`src/rtl/sram_arbiter.sv`:
```
// Round-robin owner arbiter for the shared main-memory SRAM port; muxes the owner's bundle onto the pins.
// Define SRAM_ARB_PREEMPT_EN to enable the MAX_HOLD tenure timeout and preempted pulses.
module sram_arbiter #(
    parameter int unsigned NUM_REQ        = 2,
    parameter int unsigned ADDR_BUS_WIDTH = 64,
    parameter int unsigned DATA_BUS_WIDTH = 64,
    parameter int unsigned MAX_HOLD       = 16
) (
    input  logic                                     clk,
    input  logic                                     rst_n,
    input  logic [NUM_REQ-1:0]                       req,
    output logic [NUM_REQ-1:0]                       grant,
    output logic [NUM_REQ-1:0]                       preempted,
    input  logic [NUM_REQ-1:0]                       req_CEN,
    input  logic [NUM_REQ-1:0]                       req_GWEN,
    input  logic [NUM_REQ-1:0][ADDR_BUS_WIDTH-1:0]   req_A,
    input  logic [NUM_REQ-1:0][DATA_BUS_WIDTH-1:0]   req_D,
    output logic [DATA_BUS_WIDTH-1:0]                rsp_Q,
    output logic [NUM_REQ-1:0]                       rsp_valid,
    output logic                                     mem_sram_CEN,
    output logic                                     mem_sram_GWEN,
    output logic [ADDR_BUS_WIDTH-1:0]                mem_sram_A,
    output logic [DATA_BUS_WIDTH-1:0]                mem_sram_D,
    input  logic [DATA_BUS_WIDTH-1:0]                mem_sram_Q
);

    localparam int unsigned IDX_W = (NUM_REQ > 1) ? $clog2(NUM_REQ) : 1;

    if (MAX_HOLD < 2) begin : g_bad_hold
        $error("sram_arbiter: MAX_HOLD must be >= 2");
    end

    typedef enum logic {S_IDLE, S_GRANT} state_t;

    state_t             r_state;
    state_t             w_next_state;
    logic [NUM_REQ-1:0] r_grant;
    logic [NUM_REQ-1:0] w_next_grant;
    logic [IDX_W-1:0]   r_last_owner;
    logic [IDX_W-1:0]   w_next_last_owner;
    logic [IDX_W-1:0]   w_idx;
    logic [IDX_W-1:0]   w_win;
    logic               w_found;
    logic               w_preempt;
    logic               w_own;
    logic               r_rd_pend;
    logic [IDX_W-1:0]   r_rd_tag;

`ifdef SRAM_ARB_PREEMPT_EN
    localparam int unsigned HOLD_W = $clog2(MAX_HOLD);
    localparam logic [HOLD_W-1:0] HOLD_LAST = HOLD_W'(MAX_HOLD - 1);
    logic [HOLD_W-1:0]  r_hold_cnt;
    logic [NUM_REQ-1:0] r_preempted;
`endif

    // Round-robin search starting after the last owner, so the ex-owner is considered last
    always_comb begin
        w_found = 1'b0;
        w_win   = r_last_owner;
        w_idx   = r_last_owner;
        for (int unsigned k = 1; k <= NUM_REQ; k++) begin
            w_idx = IDX_W'((32'(r_last_owner) + k) % NUM_REQ);
            if (!w_found && req[w_idx]) begin
                w_found = 1'b1;
                w_win   = w_idx;
            end
        end
    end

    // Next-state and next-grant logic
    always_comb begin
        w_next_state      = r_state;
        w_next_grant      = r_grant;
        w_next_last_owner = r_last_owner;
        w_preempt         = 1'b0;
        case (r_state)
            S_IDLE: begin
                if (w_found) begin
                    w_next_state      = S_GRANT;
                    w_next_grant      = NUM_REQ'(1) << w_win;
                    w_next_last_owner = w_win;
                end
            end
            S_GRANT: begin
                if (!req[r_last_owner]) begin
                    w_next_state = S_IDLE;
                    w_next_grant = '0;
                end
`ifdef SRAM_ARB_PREEMPT_EN
                else if (r_hold_cnt == HOLD_LAST && (req & ~r_grant) != '0) begin
                    w_next_state = S_IDLE;
                    w_next_grant = '0;
                    w_preempt    = 1'b1;
                end
`endif
            end
            default: begin
                w_next_state = S_IDLE;
                w_next_grant = '0;
            end
        endcase
    end

    always_ff @(posedge clk) begin
        if (!rst_n) begin
            r_state      <= S_IDLE;
            r_grant      <= '0;
            r_last_owner <= IDX_W'(NUM_REQ - 1);
            r_rd_pend    <= 1'b0;
            r_rd_tag     <= '0;
        end else begin
            r_state      <= w_next_state;
            r_grant      <= w_next_grant;
            r_last_owner <= w_next_last_owner;
            r_rd_pend    <= w_own & ~req_CEN[r_last_owner] & req_GWEN[r_last_owner];
            r_rd_tag     <= r_last_owner;
        end
    end

`ifdef SRAM_ARB_PREEMPT_EN
    // Tenure counter restarts on every fresh grant and saturates at the expiry value
    always_ff @(posedge clk) begin
        if (!rst_n) begin
            r_hold_cnt  <= '0;
            r_preempted <= '0;
        end else begin
            if (r_state == S_IDLE) begin
                r_hold_cnt <= '0;
            end else if (r_hold_cnt != HOLD_LAST) begin
                r_hold_cnt <= r_hold_cnt + HOLD_W'(1);
            end
            r_preempted <= w_preempt ? r_grant : '0;
        end
    end
    assign preempted = r_preempted;
`else
    assign preempted = '0;
`endif

    assign grant = r_grant;
    assign w_own = (r_state == S_GRANT);

    // SRAM pins follow the owner's bundle only while a grant is active
    always_comb begin
        mem_sram_CEN  = 1'b1;
        mem_sram_GWEN = 1'b1;
        mem_sram_A    = '0;
        mem_sram_D    = '0;
        if (w_own) begin
            mem_sram_CEN  = req_CEN[r_last_owner];
            mem_sram_GWEN = req_GWEN[r_last_owner];
            mem_sram_A    = req_A[r_last_owner];
            mem_sram_D    = req_D[r_last_owner];
        end
    end

    always_comb begin
        rsp_valid           = '0;
        rsp_valid[r_rd_tag] = r_rd_pend;
        rsp_Q               = r_rd_pend ? mem_sram_Q : '0;
    end

endmodule

```
`config.mk`:
```
export PLATFORM = sky130hd
export DESIGN_NAME = sram_arbiter
export DESIGN_NICKNAME = d
export VERILOG_FILES = /design/src/rtl/sram_arbiter.sv
export SDC_FILE = /design/constraint.sdc
export NUM_CORES = 1
export LEC_CHECK = 0
export ABC_AREA = 1
export CORE_AREA = 2 2 207 209
export CTS_BUF_LIST = sky130_fd_sc_hd__clkbuf_8
export DETAILED_ROUTE_END_ITERATION = 12
export DIE_AREA = 0 0 209 211
export GPL_ROUTABILITY_DRIVEN = 0
export PLACE_DENSITY_LB_ADDON = 0.2
export SETUP_SLACK_MARGIN = 0.1
export SLEW_MARGIN = 40
export SYNTH_ARGS = -nofsm -noshare
export SYNTH_HDL_FRONTEND = slang
export SYNTH_SLANG_ARGS = --single-unit
export TNS_END_PERCENT = 10
```
`constraint.sdc`:
```
create_clock -name clk -period 1.4 [get_ports clk]
set_clock_uncertainty 0.15 [all_clocks]
set_input_delay 0.21 -clock clk [delete_from_list [all_inputs] [get_ports clk]]
set_output_delay 0.21 -clock clk [all_outputs]
set_load 0.02 [all_outputs]
```
==> results.yml, run 1 <==
status:
  status: "finished with violations"
  violations: "negative setup slack"
sta:
  rsz0062_at_grt: "yes"
  drv_slew: 0
  setup_viol: 187
  fin_setup_tns_ps: -46980
  final-hold-violation-count: 0
  min_period_over_period_pct: 128.8
  fmax_ghz: 0.5544
  period_minus_slack_ps: 1804
  setup_ws_ps: -403.7
detailed_routing:
  firstDrtPassIters: 4
  via_count: 5899
  vias_per_cell: 3.491
  totalWireLength_um: 28080
  drt.antenna.violating_nets: 0
  wl_per_cell_um: 16.61
  drtIter0Drc: 138
  drc: 0
worst_setup_path:
  slowest_delay_ps: 370
  path_class: "reg2out"
  critPathArrivalTime_ps: 1440
  r2r_end: "grant[1]"
  startpoint_type: "flop"
  cp_data_required_time_ps: 1040
  crit_buf_inv: 4
  crit_fanout: 7
  crit_slowest_cell: "dfxtp_4"
  rr_worst_depth: 7
  crit_chain: "buf_6, buf_12, clkbuf_16, o21ai_2, nor2_4, buf_4"
  r2r_setup_slack_ps: 10
  crit_family: "buffers and inverters"
  end_kind: "output port"
  timing.rr.start: "r_last_owner"
placement:
  post-place-cells: 1648
  io_buffers: 525
  dp_hpwl_um: 21070
  pre_cts_slack_ps: -623.3
cts:
  cts_root_buf: "clkbuf_8"
  cts_tree: "built"
  cts_num_sinks: 6
  path_clk_slew_ps: 50
  clock_latency_ps: 240
  cts_buffer_depth: 2
  ctsHtreeMaxLevel: 1
  cts_buffers: 3
power:
  power_leakage_nw: 4.482
  seq_power_share_pct: 4.5
  switching_share_pct: 45.38
  internal_power_mw: 2.607
  vdd_drop_max_mv: 0.2482
  power.density_nw_per_um2: 482.6
  switchingPower_mw: 2.166
  pwr-share-comb_pct: 89.2
  clkPwrFrac_pct: 6.3
global_route:
  grt_pass1_wl_um: 35740
  first_global_vias: 5928
  grt_max_degree: 51
  grt.overflow.total: 0
  antenna_found_initial: 1
  gr-usage-all-layers_pct: 10.64
hold_path:
  min_path_cells: 2
  whs_endpoint: "grant[0]"
  min-delay-start: "grant[0]"
  holdCritPathClass: "reg2reg"
finish:
  fin_cells: 1690
  fin_nets: 1479
  final_util_pct: 23.69
  layout_commonest_cell: "clkdlybuf4s50_1"
  drive_gt1_share_pct: 38.00
  final_cell_mix: "clkdlybuf4s50_1 (327), nor2_1 (179), buf_4 (124)"
  areaGrowthSynthToFinish_pct: 249.2
  fillers: 4714
floorplan:
  die_h_um: 211
  initial_core_util_pct: 6.784
  die_w_um: 209
  num_rows: 75
  die_area_um2: 44100
  ios: 528
  coreArea_um2: 41760
flow_run:
  cap_violations: 0
yosys:
  netlist_instances: 604
  synthFlopType: "dfxtp_1"
  netlist_area_um2: 2833
  synth_edf_count: 0
  synthDistinctLibCells: 23
  synth-seq-cells: 6
  ys_seq_area_share_pct: 4.240
  async_reset_ff_share_pct: 0
  synth_area_per_cell_um2: 4.690
  yosysWarnings: 0
-- layout make-up --
class | count | area [µm²] | share of cell area, %
Antenna cell | 1 | 2.502 | 0.02530
Clock buffer | 3 | 41.29 | 0.4174
Clock inverter | 1 | 3.754 | 0.03795
Inverter | 71 | 279.0 | 2.821
Multi-Input combinational cell | 476 | 2624 | 26.52
Sequential cell | 6 | 131.4 | 1.328
Tap cell | 539 | 674.4 | 6.818
Timing Repair Buffer | 592 | 6116 | 61.83
Timing Repair inverter | 1 | 20.02 | 0.2024
-- per-layer routing --
metal | vias to the layer above | GRT usage (%) | part of all wire [%]
li1 | 2933 | - | -
met2 | 322 | 21.08 | 55
met4 | 0 | 3.350 | 2.6
met3 | 21 | 2.825 | 7.4
met1 | 2623 | 10.72 | 35
met5 | - | 0 | 0
-- cells in the mapped netlist (2+ instances only) --
master | number | area, µm²
o21ai_0 | 127 | 635.6
buf_4 | 3 | 22.52
nor2_2 | 30 | 187.7
buf_6 | 3 | 33.78
dfxtp_1 | 6 | 120.1
clkbuf_1 | 24 | 90.09
nand3_1 | 3 | 15.01
buf_1 | 2 | 7.510
buf_2 | 7 | 35.03
nor2_1 | 227 | 852.1
o21ai_1 | 4 | 20.02
nand2_1 | 78 | 292.8
inv_1 | 70 | 262.8
buf_12 | 5 | 100.1
buf_8 | 7 | 105.1
-- through the flow --
| stage | instance area, µm² | power, mW | hold WS, ps |
|---|---|---|---|
| after floorplan | 3037 | 1.795 | 144.1 |
| after global placement | 8886 | 3.885 | 305.6 |
| after detailed placement | 8886 | 3.871 | 310.7 |
| after CTS | 8886 | 4.122 | 317.3 |
| after global routing | 9892 | 5.105 | 358.0 |
| final | 9892 | 4.774 | 312.1 |
-- worst max-delay path by stage --
stage | from | endpoint | slack [ps] | cells past startpoint
floorplan | r_last_owner | mem_sram_A[10] | -160 | 7
global placement | req_GWEN[1] | mem_sram_GWEN | -620 | 6
detailed placement | r_last_owner | mem_sram_A[0] | -620 | 5
CTS | r_last_owner | mem_sram_A[2] | -550 | 4
global route | r_last_owner | mem_sram_D[16] | -480 | 6
finish | r_last_owner | mem_sram_D[16] | -400 | 6
-- what timing repair did --
| action | in CTS | in global routing |
|---|---|---|
| resized for setup | 630 | 553 |
| buffers inserted | 1 | 17 |
| hold buffers | 0 | 0 |
| pin swaps | 1 | 30 |
| endpoints found under the setup margin | 203 | 203 |
| cloned | 1 | 18 |
-- flip-flops by register name (all words and copies together) (netlist names) --
name and flops:
r_rd_pend 1, grant 2, r_state 1, r_rd_tag 1, r_last_owner 1
-- worst min-delay path: cells and delay by family (launching register included) --
kind | cells | cell delay (ps)
flops | 1 | 310
compound gates | 1 | 50
simple gates | 1 | 60
-- power by group through the flow --
stage	registers [mW]	logic (mW)	clock network, mW
finish	0.214	4.26	0.301
global route	0.219	4.55	0.336
CTS	0.219	3.57	0.338
detailed placement	0.223	3.65	0
global placement	0.221	3.66	0
floorplan	0.204	1.59	0
-- logic make-up after synthesis --
family | after synthesis | synth area share [%]
AOI/OAI and AO/OA | 133 | 23.54
buffers and inverters | 123 | 23.76
DFF | 6 | 4.240
other | 1 | 0.1324
and+or+nand+nor | 341 | 48.32
No activity file was read; power rests on OpenSTA's default activity.
==> run 2: changes to the inputs <==
--- a/config.mk
+++ b/config.mk
@@ -6,6 +6,7 @@
 export NUM_CORES = 1
 export LEC_CHECK = 0
 export ABC_AREA = 1
+export CAP_MARGIN = 15
 export CORE_AREA = 2 2 207 209
 export CTS_BUF_LIST = sky130_fd_sc_hd__clkbuf_8
 export DETAILED_ROUTE_END_ITERATION = 12
==> results of run 2 <==
Same layout as run 1: the final DEF is identical, and so are final timing and power.
